===== config.mk =====
export PLATFORM = sky130hd
export DESIGN_NAME = onfi_feature_req_ctrl
export DESIGN_NICKNAME = d
export VERILOG_FILES = /design/src/rtl/onfi_feature_req_ctrl.sv
export SDC_FILE = /design/constraint.sdc
export NUM_CORES = 1
export LEC_CHECK = 0
export ABC_AREA = 1
export ABC_CLOCK_PERIOD_IN_PS = 1720
export CORE_MARGIN = 1
export CORE_UTILIZATION = 49
export CTS_BUF_LIST = sky130_fd_sc_hd__clkbuf_16
export DETAILED_ROUTE_END_ITERATION = 8
export PLACE_DENSITY = 0.88
export SLEW_MARGIN = 20
export SYNTH_ARGS = -nofsm -noshare
export SYNTH_HDL_FRONTEND = slang
export SYNTH_SLANG_ARGS = --single-unit

===== constraint.sdc =====
create_clock -name onfi_clk -period 1.72 [get_ports onfi_clk]
set_input_delay 0.172 -clock onfi_clk [delete_from_list [all_inputs] [get_ports onfi_clk]]
set_output_delay 0.172 -clock onfi_clk [all_outputs]
set_load 0.01 [all_outputs]

===== src/rtl/onfi_feature_req_ctrl.sv =====
// rtl/onfi_feature_req_ctrl.sv - single-request GET FEATURES launcher with timeout and recovery gap
// ONFI_FEAT_TIMEOUT_EN compiles in the WAIT timeout counter and the error response path.
module onfi_feature_req_ctrl #(
  parameter int ONFI_FRE    = 200,
  parameter int TIMEOUT_CYC = 1024,
  parameter int GAP_CYC     = (ONFI_FRE * 100) / 1000
) (
  input  logic        onfi_clk,
  input  logic        onfi_rst,
  input  logic        req_valid,
  output logic        req_ready,
  input  logic [7:0]  req_addr,
  output logic        rsp_valid,
  input  logic        rsp_ready,
  output logic [31:0] rsp_data,
  output logic        rsp_err,
  output logic        gf_start,
  output logic [31:0] gf_addr,
  input  logic        gf_done,
  input  logic [31:0] gf_data,
  output logic        busy
);

  typedef enum logic [2:0] {
    S_IDLE,
    S_LAUNCH,
    S_WAIT,
    S_RESP,
    S_GAP
  } state_t;

  localparam bit          GAP_EN   = (GAP_CYC > 0);
  localparam logic [31:0] GAP_LAST = (GAP_CYC > 0) ? 32'(GAP_CYC - 1) : 32'd0;

  state_t      state_q;
  logic [7:0]  addr_q;
  logic        gf_start_q;
  logic        rsp_valid_q;
  logic [31:0] rsp_data_q;
  logic [31:0] gap_cnt_q;
`ifdef ONFI_FEAT_TIMEOUT_EN
  localparam logic [15:0] TO_LAST = 16'(TIMEOUT_CYC - 1);
  logic [15:0] to_cnt_q;
  logic        rsp_err_q;
`endif

  always_ff @(posedge onfi_clk) begin
    if (onfi_rst) begin
      state_q     <= S_IDLE;
      addr_q      <= 8'h00;
      gf_start_q  <= 1'b0;
      rsp_valid_q <= 1'b0;
      rsp_data_q  <= 32'h0;
      gap_cnt_q   <= 32'h0;
`ifdef ONFI_FEAT_TIMEOUT_EN
      to_cnt_q    <= 16'h0;
      rsp_err_q   <= 1'b0;
`endif
    end else begin
      gf_start_q <= 1'b0;
      case (state_q)
        S_IDLE: begin
          if (req_valid) begin
            addr_q     <= req_addr;
            gf_start_q <= 1'b1;
            state_q    <= S_LAUNCH;
          end
        end
        S_LAUNCH: begin
`ifdef ONFI_FEAT_TIMEOUT_EN
          to_cnt_q <= 16'h0;
`endif
          state_q <= S_WAIT;
        end
        S_WAIT: begin
          // done is checked first so a completion on the timeout cycle still returns data
          if (gf_done) begin
            rsp_data_q  <= gf_data;
            rsp_valid_q <= 1'b1;
            state_q     <= S_RESP;
`ifdef ONFI_FEAT_TIMEOUT_EN
            rsp_err_q   <= 1'b0;
          end else if (to_cnt_q == TO_LAST) begin
            rsp_data_q  <= 32'hFFFF_FFFF;
            rsp_err_q   <= 1'b1;
            rsp_valid_q <= 1'b1;
            state_q     <= S_RESP;
          end else if (to_cnt_q != 16'hFFFF) begin
            to_cnt_q <= to_cnt_q + 16'd1;
`endif
          end
        end
        S_RESP: begin
          if (rsp_ready) begin
            rsp_valid_q <= 1'b0;
            gap_cnt_q   <= 32'h0;
            state_q     <= GAP_EN ? S_GAP : S_IDLE;
          end
        end
        S_GAP: begin
          if (gap_cnt_q == GAP_LAST) begin
            state_q <= S_IDLE;
          end else begin
            gap_cnt_q <= gap_cnt_q + 32'd1;
          end
        end
        default: state_q <= S_IDLE;
      endcase
    end
  end

  // Reset masks the handshake-visible outputs in the same cycle it is asserted.
  assign req_ready = (state_q == S_IDLE) && !onfi_rst;
  assign gf_start  = gf_start_q && !onfi_rst;
  assign rsp_valid = rsp_valid_q && !onfi_rst;
  assign rsp_data  = rsp_data_q;
  assign gf_addr   = {24'h0, addr_q};
  assign busy      = (state_q != S_IDLE);
`ifdef ONFI_FEAT_TIMEOUT_EN
  assign rsp_err   = rsp_err_q;
`else
  assign rsp_err   = 1'b0;
`endif

endmodule


# After elaboration in Yosys (flattened, before gate mapping)
# Cells that the tools add are included.
# totals
latchBits	0
inputBits	45
mem_bits_rw	0
romBits	0
register_bits	77
memories	0
# op_classes
mux	12
magnitude_cmp	0
bitwise	1
reduce_logical	14
shift	0
div	0
mul	0
n_eq_ne	10
n_addsub	1
# ops
operator	n
$mux W32	2
$pmux W32 S2	1
$add A32 B1 Y32 const B	1
$eq A32 B5 Y1 const B	1
$pmux W3 S5	1
$mux W3	4
$ne A2 B2 Y1 const B	5
$eq A3 B2 Y1 const B	2
$reduce_and A3 Y1	2
$reduce_and A2 Y1	2
$reduce_and A4 Y1	1
$reduce_bool A2 Y1	2
$eq A3 B1 Y1 const B	1
$eq A3 B3 Y1 const B	1
$logic_and A1 B1 Y1	3
$logic_not A3 Y1	1
$mux W1	3
$reduce_bool A3 Y1	1
$pmux W1 S2	1
$reduce_or A2 Y1	1
$logic_not A1 Y1	1
$not A1 Y1	1

# Longest topological paths before layout
# logic_depth
ltp_word	3
ltp_mapped	11
depth_no_buf	11

# Least setup slack after synthesis
# Ideal clock, no wire load.
# synth_timing
kind	register -> register
start	reg gap_cnt_q[1]
end	reg gap_cnt_q[17]
path_stages_with_launch	12
path_buffers	2
setup_ns	0.071
arrival_ns	1.500
required_ns	1.649
slack_ns	0.149
path_cell_list	dfxtp_1 ha_1 inv_2 nor2_1 nand2_1 nor2_4 nand3_4 nand3_2 buf_8 buf_12 nand2_2 a21oi_2
# synth_via
elab_chain_len	3
# synth_rtl
element	line_no	source
start: declaration	40	logic [31:0] gap_cnt_q;
start signal: assignment	104	gap_cnt_q <= gap_cnt_q + 32'd1;
$add A32 B1 Y32 / $eq A32 B5 Y1 (equally long branches)	104, 101	
$mux W32 / $ne A2 B2 Y1 (equally long branches)	--	
$pmux W32 S2 / $reduce_and A3 Y1 (equally long branches)	--	
# Parallel ways exist; a longest one is shown, timed or not. The select of a mux whose other input is x is not followed.
# A chain may end at the register's enable or synchronous reset.

# Worst setup path in the final report
# layout_timing
start	reg gap_cnt_q[21]
end	reg gap_cnt_q[25]
# The elaborated chain is that of the path after synthesis.

==> flow_summary_export.csv <==
group,metric,value,unit
outcome,status,"finished clean",
floorplanning,start_util,51.6,%
layout,fin_nets,804,
worst_setup_path,rr_endpoint,"gap_cnt_q[25]",
sta,fmax,597,MHz
sta,relSlewSlack,58.6,%
min_path,hold_class,"primary input to register",
flow_run,maxCapViolations,0,
cts,cts.hold.buffers_added,0,
layout,mostFrequentLayoutCells,"nand2_1, clkdlybuf4s50_1, nor2_1",
drt,antenna_left,0,
sta,tightest_slew,0.620,ns
layout,drive_above_1_share,18.3,%
worst_setup_path,worstPathMaxFanout,9,
layout,fin_area,5750,µm²
min_path,whs_path_depth,2,
cts,cts_buffers,9,
cts,cts_root_buf,"clkbuf_16",
drt,drt_iter0_markers,368,
synth,yosysWarnings,0,
drt,wl,12200,µm
synth,synth_largest_area_cell,"dfxtp_1",
cts,numClockSinks,77,
global_route,grt_usage,25.5,%
sta,hold_viol_final,0,
place,io_buffers,88,
layout,multi_input_area,2360,µm²
cts,cts.clk_slew.worst_paths,0.06,ns
global_route,grt_pass1_wl,18400,µm
drt,via_per_inst,5.39,
synth,synth_cells,658,
power_and_ir_drop,peakVddDrop,529,µV
floorplanning,core-area,8380,µm²
drt,wl_per_cell,14.1,µm
global_route,grt_pass1_vias,4247,
drt,dr.pass1.iters,6,
global_route,use_met1,29.5,%
cts,ctsLongestPathBuffers,2,
worst_setup_path,critPathRequiredTime,1.95,ns
place,dp_hpwl,8340,µm
sta,finClkSkew,0.00546,ns
synth,ys_seq_area_share,35.6,%
worst_setup_path,worst_r2r_path_depth,11,
global_route,overflow,0,
worst_setup_path,reg2reg_from,"gap_cnt_q[21]",
worst_setup_path,critPathKind,"register to register",
layout,num_antenna_cells,0,
synth,synth_top_area_share,35.6,%
power_and_ir_drop,power_density,1080,nW/µm²
global_route,antenna_found_initial,0,
layout,stdcell_count,868,
floorplanning,io_pins,114,
synth,synth.avg_cell_area,6.58,µm²
cts,cts_tree,"done",
floorplanning,placementRows,33,
worst_setup_path,critPathLaunchType,"register",
layout,area_delta_synth_final,32.8,%
global_route,grt_max_degree,37,
global_route,top_usage_layer,"met2",
layout,nFillCells,623,
cts,htreeDepth,3,
worst_setup_path,end_kind,"register",
cts,clk_latency,0.34,ns
place,placedInstanceArea,5250,µm²
worst_setup_path,cp.arrival,1.91,ns
sta,maxSlewViolCount,0,
worst_setup_path,critPathMaxStageDelay,0.31,ns
floorplanning,die_y,96.0,µm
synth,synth_seq_cells,77,
place,dp.cells,841,
worst_setup_path,cp_cell_sequence,"inv_1, nand2_1, nor2_1, nand2_1, nor2_4, nand3_4, nand3_4, buf_12, nand2_1, nand2_1, nor2_1",
sta,setup_viol_count_final,0,
worst_setup_path,rrSetupSlack,0.04,ns
place,gp_congestion,0.993,
power_and_ir_drop,leakage,2.28,nW
sta,final.min_clock_period,1.68,ns
global_route,grtUsageMet3,6.48,%
floorplanning,die-area,9210,µm²
drt,drc_errors,0,
synth,yosysUniqueCellTypes,27,
global_route,use_met2,44.8,%
sta,grt_setup_unrepaired,"true",
worst_setup_path,cp_common_cell,"nand2_1",
floorplanning,die_w,96.0,µm
synth,synthTopCellsByArea,"dfxtp_1, nand2_1, nand3_1",
layout,seq_area,1570,µm²
worst_setup_path,cp_slowest_cell,"dfxtp_1",
sta,final.period_utilization,97.4,%
layout,final_util,68.6,%
min_path,min_to,"rsp_data[7]",
min_path,holdCritStartpoint,"onfi_rst",
layout,final_common_cell,"nand2_1",
drt,vias,4678,
synth,netlist_area,4330,µm²
## stage by stage
step	TNS, ns	power (mW)	worst slack [ns]	hold WS [ns]
after global routing	-0.119	6.52	-0.0405	0.159
final	0	6.22	0.0439	0.154
after CTS	0	6.00	0.0133	0.148
after floorplan	0	3.37	0.149	0.337
after global placement	0	3.98	0.0974	0.432
after detailed placement	0	4.06	0.0101	0.440
## what timing repair did
item	CTS	global route
resized for setup	2	32
setup endpoints to repair	3	32
cloned	0	4
pin swaps	1	7
buffers inserted	1	6
## cell usage after synthesis
library cell and count:
nor2_4 7, nand2_2 18, nand3_2 2, clkbuf_1 19
inv_2 11, o31ai_1 1, nand2_4 1, inv_1 52
ha_1 1, nand3_4 1, buf_12 2, buf_4 25
conb_1 1, a21oi_2 20, nand4_1 10, o21ai_0 16
nor2_1 79, and2_1 2, dfxtp_1 77, buf_8 1
nor3_1 5, a21oi_1 46, buf_1 1, nand2_1 178
buf_2 3, nand3_1 73, nor2_2 6
## logic make-up (layout without fill, tap and decap cells)
logic type               after synthesis  after routing  synth area share [%]
buffers and inverters                114            195                  13.2
flip-flops                            77             77                  35.6
AND/OR/NAND/NOR                      382            382                  39.5
other                                  1             25                0.0866
AO/OA/AOI/OAI                         83             83                  11.4
adder cells (fa/ha/maj)                1              1                 0.289
## metal layers
layer / routed length, µm / share of wire [%]
met5: 0 / 0
met4: 363 / 3.0
met3: 1170 / 9.6
met2: 5890 / 48
met1: 4800 / 39
## area by class of cell
type | instances | area share (%)
Clock inverter | 7 | 1.28
Clock buffer | 9 | 3.92
Inverter | 63 | 4.11
Tap cell | 105 | 2.29
Multi-Input combinational cell | 491 | 41.1
Sequential cell | 77 | 27.2
Timing Repair Buffer | 116 | 20.1
## power by group
part	total, mW	switching, mW	internal [mW]
Combinational	2.10	1.14	0.956
Sequential	2.21	0.172	2.04
Clock	1.91	0.785	1.13
Total	6.22	2.10	4.12
## worst max path at each step
| stage | start | endpoint | slack [ns] |
|---|---|---|---|
| floorplan | gap_cnt_q[1] | gap_cnt_q[17] | 0.15 |
| global placement | gap_cnt_q[0] | gap_cnt_q[24] | 0.1 |
| detailed placement | gap_cnt_q[0] | gap_cnt_q[25] | 0.01 |
| CTS | state_q[0] | req_ready | 0.01 |
| global route | gap_cnt_q[1] | gap_cnt_q[23] | -0.04 |
| finish | gap_cnt_q[21] | gap_cnt_q[25] | 0.04 |
## worst max-delay path: cells and delay by family, from the launching register on
family | cells | cell delay [ns]
simple gates | 9 | 0.94
flops | 1 | 0.31
buf+inv | 2 | 0.30
## state kept, by name, indices dropped and copies added, names as in the netlist
register,flops
gap_cnt_q,32
rsp_valid_q,1
state_q,3
gf_start_q,1
rsp_data,32
addr_q,8
Power figures use the tool's default switching activity.
